File: config.mk
export PLATFORM = sky130hd
export DESIGN_NAME = zjh_cc_tf_conv
export DESIGN_NICKNAME = d
export VERILOG_FILES = /design/src/rtl/zjh_cc_tf_conv.sv
export SDC_FILE = /design/constraint.sdc
export NUM_CORES = 1
export LEC_CHECK = 0
export ABC_AREA = 0
export CORE_MARGIN = 4
export CORE_UTILIZATION = 45
export DETAILED_ROUTE_END_ITERATION = 16
export PLACE_DENSITY = 0.75
export SLEW_MARGIN = 20
export SYNTH_ARGS = -nofsm -noshare
export SYNTH_HDL_FRONTEND = slang
export SYNTH_SLANG_ARGS = --single-unit
File: constraint.sdc
create_clock -name clk_i -period 1.6 [get_ports clk_i]
set_input_delay 0.32 -clock clk_i [delete_from_list [all_inputs] [get_ports clk_i]]
set_output_delay 0.32 -clock clk_i [all_outputs]
set_load 0.02 [all_outputs]
File: src/rtl/zjh_cc_tf_conv.sv
// rtl/zjh_cc_tf_conv.sv - registered two's-complement to sign-magnitude converter
module zjh_cc_tf_conv #(
    parameter int WIDTH = 4,
    parameter int CNT_W = 8
) (
    input  logic             clk_i,
    input  logic             rst_i,
    input  logic             in_valid_i,
    output logic             in_ready_o,
    input  logic [WIDTH-1:0] in_data_i,
    output logic             out_valid_o,
    input  logic             out_ready_i,
    output logic [WIDTH-1:0] out_data_o,
    output logic             out_ovf_o,
    input  logic             clr_stats_i,
    output logic [CNT_W-1:0] conv_cnt_o,
    output logic [CNT_W-1:0] ovf_cnt_o
);

    logic             valid_q, valid_d;
    logic [WIDTH-1:0] data_q, data_d;
    logic             ovf_q, ovf_d;
    logic [CNT_W-1:0] conv_cnt_q, conv_cnt_d;
    logic [CNT_W-1:0] ovf_cnt_q, ovf_cnt_d;

    logic             in_sign;
    logic [WIDTH-2:0] in_mag;
    logic [WIDTH-2:0] neg_mag;
    logic [WIDTH-1:0] conv_data;
    logic             conv_ovf;
    logic             accept;
    logic             deliver;

    // The most negative input negates to zero magnitude, which yields the
    // negative-zero code on its own; only the overflow flag marks it.
    assign in_sign   = in_data_i[WIDTH-1];
    assign in_mag    = in_data_i[WIDTH-2:0];
    assign neg_mag   = (~in_mag) + (WIDTH-1)'(1);
    assign conv_data = in_sign ? {1'b1, neg_mag} : in_data_i;
    assign conv_ovf  = in_sign && (in_mag == '0);

    assign in_ready_o = !valid_q || out_ready_i;
    assign accept     = in_valid_i && in_ready_o;
    assign deliver    = valid_q && out_ready_i;

    always_comb begin
        valid_d = valid_q;
        data_d  = data_q;
        ovf_d   = ovf_q;
        if (accept) begin
            valid_d = 1'b1;
            data_d  = conv_data;
            ovf_d   = conv_ovf;
        end else if (deliver) begin
            valid_d = 1'b0;
        end
    end

    // Statistics follow the sink handshake; a clear in the same cycle wins.
    always_comb begin
        conv_cnt_d = conv_cnt_q;
        ovf_cnt_d  = ovf_cnt_q;
        if (clr_stats_i) begin
            conv_cnt_d = '0;
            ovf_cnt_d  = '0;
        end else if (deliver) begin
            conv_cnt_d = conv_cnt_q + CNT_W'(1);
            if (ovf_q && (ovf_cnt_q != '1)) begin
                ovf_cnt_d = ovf_cnt_q + CNT_W'(1);
            end
        end
    end

    always_ff @(posedge clk_i) begin
        if (rst_i) begin
            valid_q    <= 1'b0;
            data_q     <= '0;
            ovf_q      <= 1'b0;
            conv_cnt_q <= '0;
            ovf_cnt_q  <= '0;
        end else begin
            valid_q    <= valid_d;
            data_q     <= data_d;
            ovf_q      <= ovf_d;
            conv_cnt_q <= conv_cnt_d;
            ovf_cnt_q  <= ovf_cnt_d;
        end
    end

    assign out_valid_o = valid_q;
    assign out_data_o  = data_q;
    assign out_ovf_o   = ovf_q;
    assign conv_cnt_o  = conv_cnt_q;
    assign ovf_cnt_o   = ovf_cnt_q;

endmodule

# Yosys cells after proc, flatten, opt, wreduce, memory -nomap -nowiden
# Cells that the tools add are included.
# word_totals
ff_bits	22
in_bits	9
output_inout_bits	23
word_cells	23
# classes
addsub	3
eq_ne	1
muxes	3
bitwise_logic	1
reduce_logical	10
# ops
op	n
adder 8 x 1 -> 8 bit, second input constant	2
inequality test 8 bit, second input constant	1
logical AND 1 bit	4
two-way mux 4 bit	1
adder 3 x 1 -> 3 bit, second input constant	1
zero test 3 bit	1
NOT 3 bit	1
two-way mux 1 bit	2
AND reduction 2 bit	1
nonzero test 2 bit	1
OR reduction 2 bit	1
zero test 1 bit	1
logical OR 1 bit	1

# Longest topological paths before layout
# depth
depth_word	4
depth_mapped	5
ltp_nobuf	5

# Least setup slack after synthesis
# Ideal clock, no wire load.
# synth_path
kind	register to register
from	register ovf_cnt_q[0] (netlist: ovf_cnt_o[0])
to	register ovf_cnt_q[4] (netlist: ovf_cnt_o[4])
setup_time_ns	0.059
arrival_ns	1.421
t_required_ns	1.541
setup_slack_ns	0.120
stages_incl_launch_ff	6
n_path_buf	0
period_less_slack_ns	1.480
path_cell_list	dfxtp_1 ha_1 nand3_1 o21ai_2 or4_1 nand2_1
# synth_via
elab_chain_len	3
# synth_rtl
item	line_no	text
start: declaration	24	logic [CNT_W-1:0] ovf_cnt_q, ovf_cnt_d;
start signal: assignment	86	ovf_cnt_q <= ovf_cnt_d;
branches (longest 3 deep; another with adder 8 x 1 -> 8 bit)	--	
# Parallel ways; which one is timed is not known.
# A chain may end at the register's enable or synchronous reset.

# Worst setup path after layout
# layout_path
from	input port out_ready_i
to	output port in_ready_o
# layout_via
elab_chain_len	1
# layout_rtl
item	line_no	text
start: declaration	12	input logic out_ready_i,
logical OR 1 bit	42	assign in_ready_o = !valid_q || out_ready_i;
end: declaration	9	output logic in_ready_o,
# Every way passes these cells.

==> flow_metrics.tcl <==
set metrics [dict create \
    grt_overflow_total 0 \
    rr_worst_depth 6 \
    global_route.usage.met3_pct 3.96 \
    grtUsageMet1_pct 18.5 \
    clock_skew_ps 7.14 \
    irDropWorstVdd_v 0.000519 \
    htreeDepth 1 \
    synth.top_cell.area_share_pct 43.9 \
    cts_made_buffers 3 \
    yosys.area_share.adder_pct 4.99 \
    ys_ff_latch 22 \
    yosysTopAreaCell "dfxtp_1" \
    viasPerCell 5.24 \
    drt_iter0_markers 13 \
    gp_congestion 0.750 \
    crit_type "primary input to primary output" \
    antenna_found_initial 0 \
    cts_tree "done" \
    coreArea_mm2 0.00204 \
    synth_ff_type "dfxtp_1" \
    final_cell_mix "dfxtp_1 (22), dlygate4sd2_1 (21), nor2_1 (12)" \
    async_reset_ff_share_pct 0 \
    num_vias 928 \
    crit_slowest_cell "clkdlybuf4s50_1" \
    worstSkewPairLatency_ps 310 \
    utilization_pct 69.3 \
    path_max_fanout 2 \
    die_w_um 55.2 \
    power_mw 1.10 \
    ys_seq_area_share_pct 43.9 \
    fillers 183 \
    drive_gt1_share_pct 10.7 \
    cts-hold-fix-buffers 0 \
    die_y_um 55.2 \
    required_ps 1280 \
    yosys-top-cells-area "dfxtp_1 (44%), xor2_1 (7.0%), ha_1 (5.0%)" \
    yosysUniqueCellTypes 27 \
    status "complete, no violations" \
    grt_setup_unrepaired "yes" \
    synthCells 112 \
    synthToLayoutAreaGrowth_pct 41.0 \
    cts_buffer_depth 2 \
    syn-num-nets 125 \
    ioPinCount 32 \
    routedWlPerCell_um 12.5 \
    final_common_cell "dfxtp_1" \
    synth_compound_area_share_pct 12.1 \
    nets 164 \
    grt_pass1_wl_mm 3.82 \
    start_kind "primary input" \
    tightest_slew_ps 321 \
    cts_sinks 22 \
    power_leakage_nw 0.679 \
    slowest_delay_ps 480 \
    hp-class "flip-flop to flip-flop" \
    worstPathArrival_ps 1240 \
    synthSimpleGateAreaFrac_pct 21.7 \
    grt_use_met2_pct 25.3 \
    start_util_pct 49.1 \
    worst_slew_margin_rel_pct 78.3 \
    num_rows 16 \
    max-cap-violations 0 \
    drc 0 \
    syn_area_mm2 0.00100 \
    hold_viol_final 0 \
    finalCritPeriodShare_pct 97.4 \
    synth_xor_xnor_area_share_pct 8.73 \
    synth_edf_count 0 \
    maxSlewViolCount 0 \
    dp_hpwl_mm 1.69 \
    port_buffers 31 \
    grt_pass1_vias 916 \
    cts_root_buffer "clkbuf_4" \
    routed_wl_mm 2.20 \
    worstPathCellList "clkdlybuf4s50_1 -> nand2b_1 -> clkdlybuf4s15_1" \
    endpoint_kind "primary output" \
    period_minus_slack_ps 1560 \
    final_antenna_net_count 0 \
    synth_top_family_by_area "simple AND/OR/NAND/NOR gates" \
    track_usage_pct 15.2 \
    antennaDiodeCount 0 \
    max_freq_mhz 642 \
    muxShareOfSynthArea_pct 3.99 \
    die_area_mm2 0.00305 \
    top_usage_layer "met2" \
    fin_setup_tns_ps 0 \
    clkTransAtPathRegs_ps 120 \
    setup_violations 0 \
    yosys_warnings 0 \
    dr.pass1.iters 4 \
    power_density_mw_per_mm2 776 \
    avgSynthCellArea_um2 8.96 \
    grt_max_degree 14 \
    hold_depth 2 \
]
routing by layer:
| layer | routed length (um) | vias to the layer above |
|---|---|---|
| li1 | - | 474 |
| met1 | 1030 | 427 |
| met2 | 1050 | 23 |
| met3 | 102 | 4 |
| met4 | 26 | 0 |
| met5 | 0 | - |
logic make-up after synthesis:
family,count (synthesis)
AO/OA/AOI/OAI,18
adder cells (fa/ha/maj),4
XOR/XNOR,10
flip-flops,22
buffers and inverters,10
multiplexers,4
AND/OR/NAND/NOR,44
registers in the layout, summed over array words and instances, names as in the netlist:
register	cells
out_valid_o	1
ovf_cnt_o	8
out_ovf_o	1
out_data_o	4
conv_cnt_o	8
repair_timing:
action / CTS / global route
endpoints found under the setup margin: 22 / 3
buffers inserted: 0 / 0
resized for setup: 22 / 3
cells in the mapped netlist (all sizes together), types with 2 or more instances:
| master | number |
|---|---|
| ha | 4 |
| nand3 | 5 |
| inv | 4 |
| o21ai | 3 |
| and3 | 4 |
| o211ai | 3 |
| xor2 | 8 |
| clkbuf | 5 |
| a21oi | 8 |
| nand2 | 9 |
| dfxtp | 22 |
| nand4 | 6 |
| nor2 | 12 |
| xnor2 | 2 |
| mux2i | 4 |
| and2 | 2 |
| or3 | 3 |
| a311oi | 2 |
worst max-delay path: cells and delay by family:
kind          cells  cell delay (ps)
buf+inv           2              790
simple gates      1              130
final timing paths:
path | start | endpoint | slack, ps
hold reg to reg | out_data_o[0] | out_data_o[0] | 470
setup reg to reg | ovf_cnt_o[0] | ovf_cnt_o[1] | 100
hold / removal | out_data_o[0] | out_data_o[0] | 470
setup / recovery | out_ready_i | in_ready_o | 40
report_power, final:
part | switching, mW | internal [mW] | total (mW)
combinational | 0.0555 | 0.0543 | 0.110
sequential | 0.00635 | 0.558 | 0.564
clock | 0.171 | 0.253 | 0.424
per-stage QoR:
step | std cells | setup WS, ps | hold WS [ps] | cell area (um2)
after floorplan | 112 | 120 | 464 | 1000
after global placement | 173 | -232 | 443 | 1380
after detailed placement | 173 | -258 | 463 | 1380
after CTS | 177 | 4.89 | 478 | 1410
after global routing | 177 | -44.3 | 494 | 1420
final | 177 | 42.0 | 473 | 1420
layout make-up:
class                   instances  area [um2]  share of cell area, %
multi-input cells              80         519                   36.7
flip-flops and latches         22         440                   31.1
inverters                       4        15.0                   1.06
clock buffers                   3        22.5                   1.59
clock inverters                 1        30.0                   2.12
well taps                      27        33.8                   2.39
repair buffers                 40         354                   25.0
No activity file was read; power rests on OpenSTA's default activity.
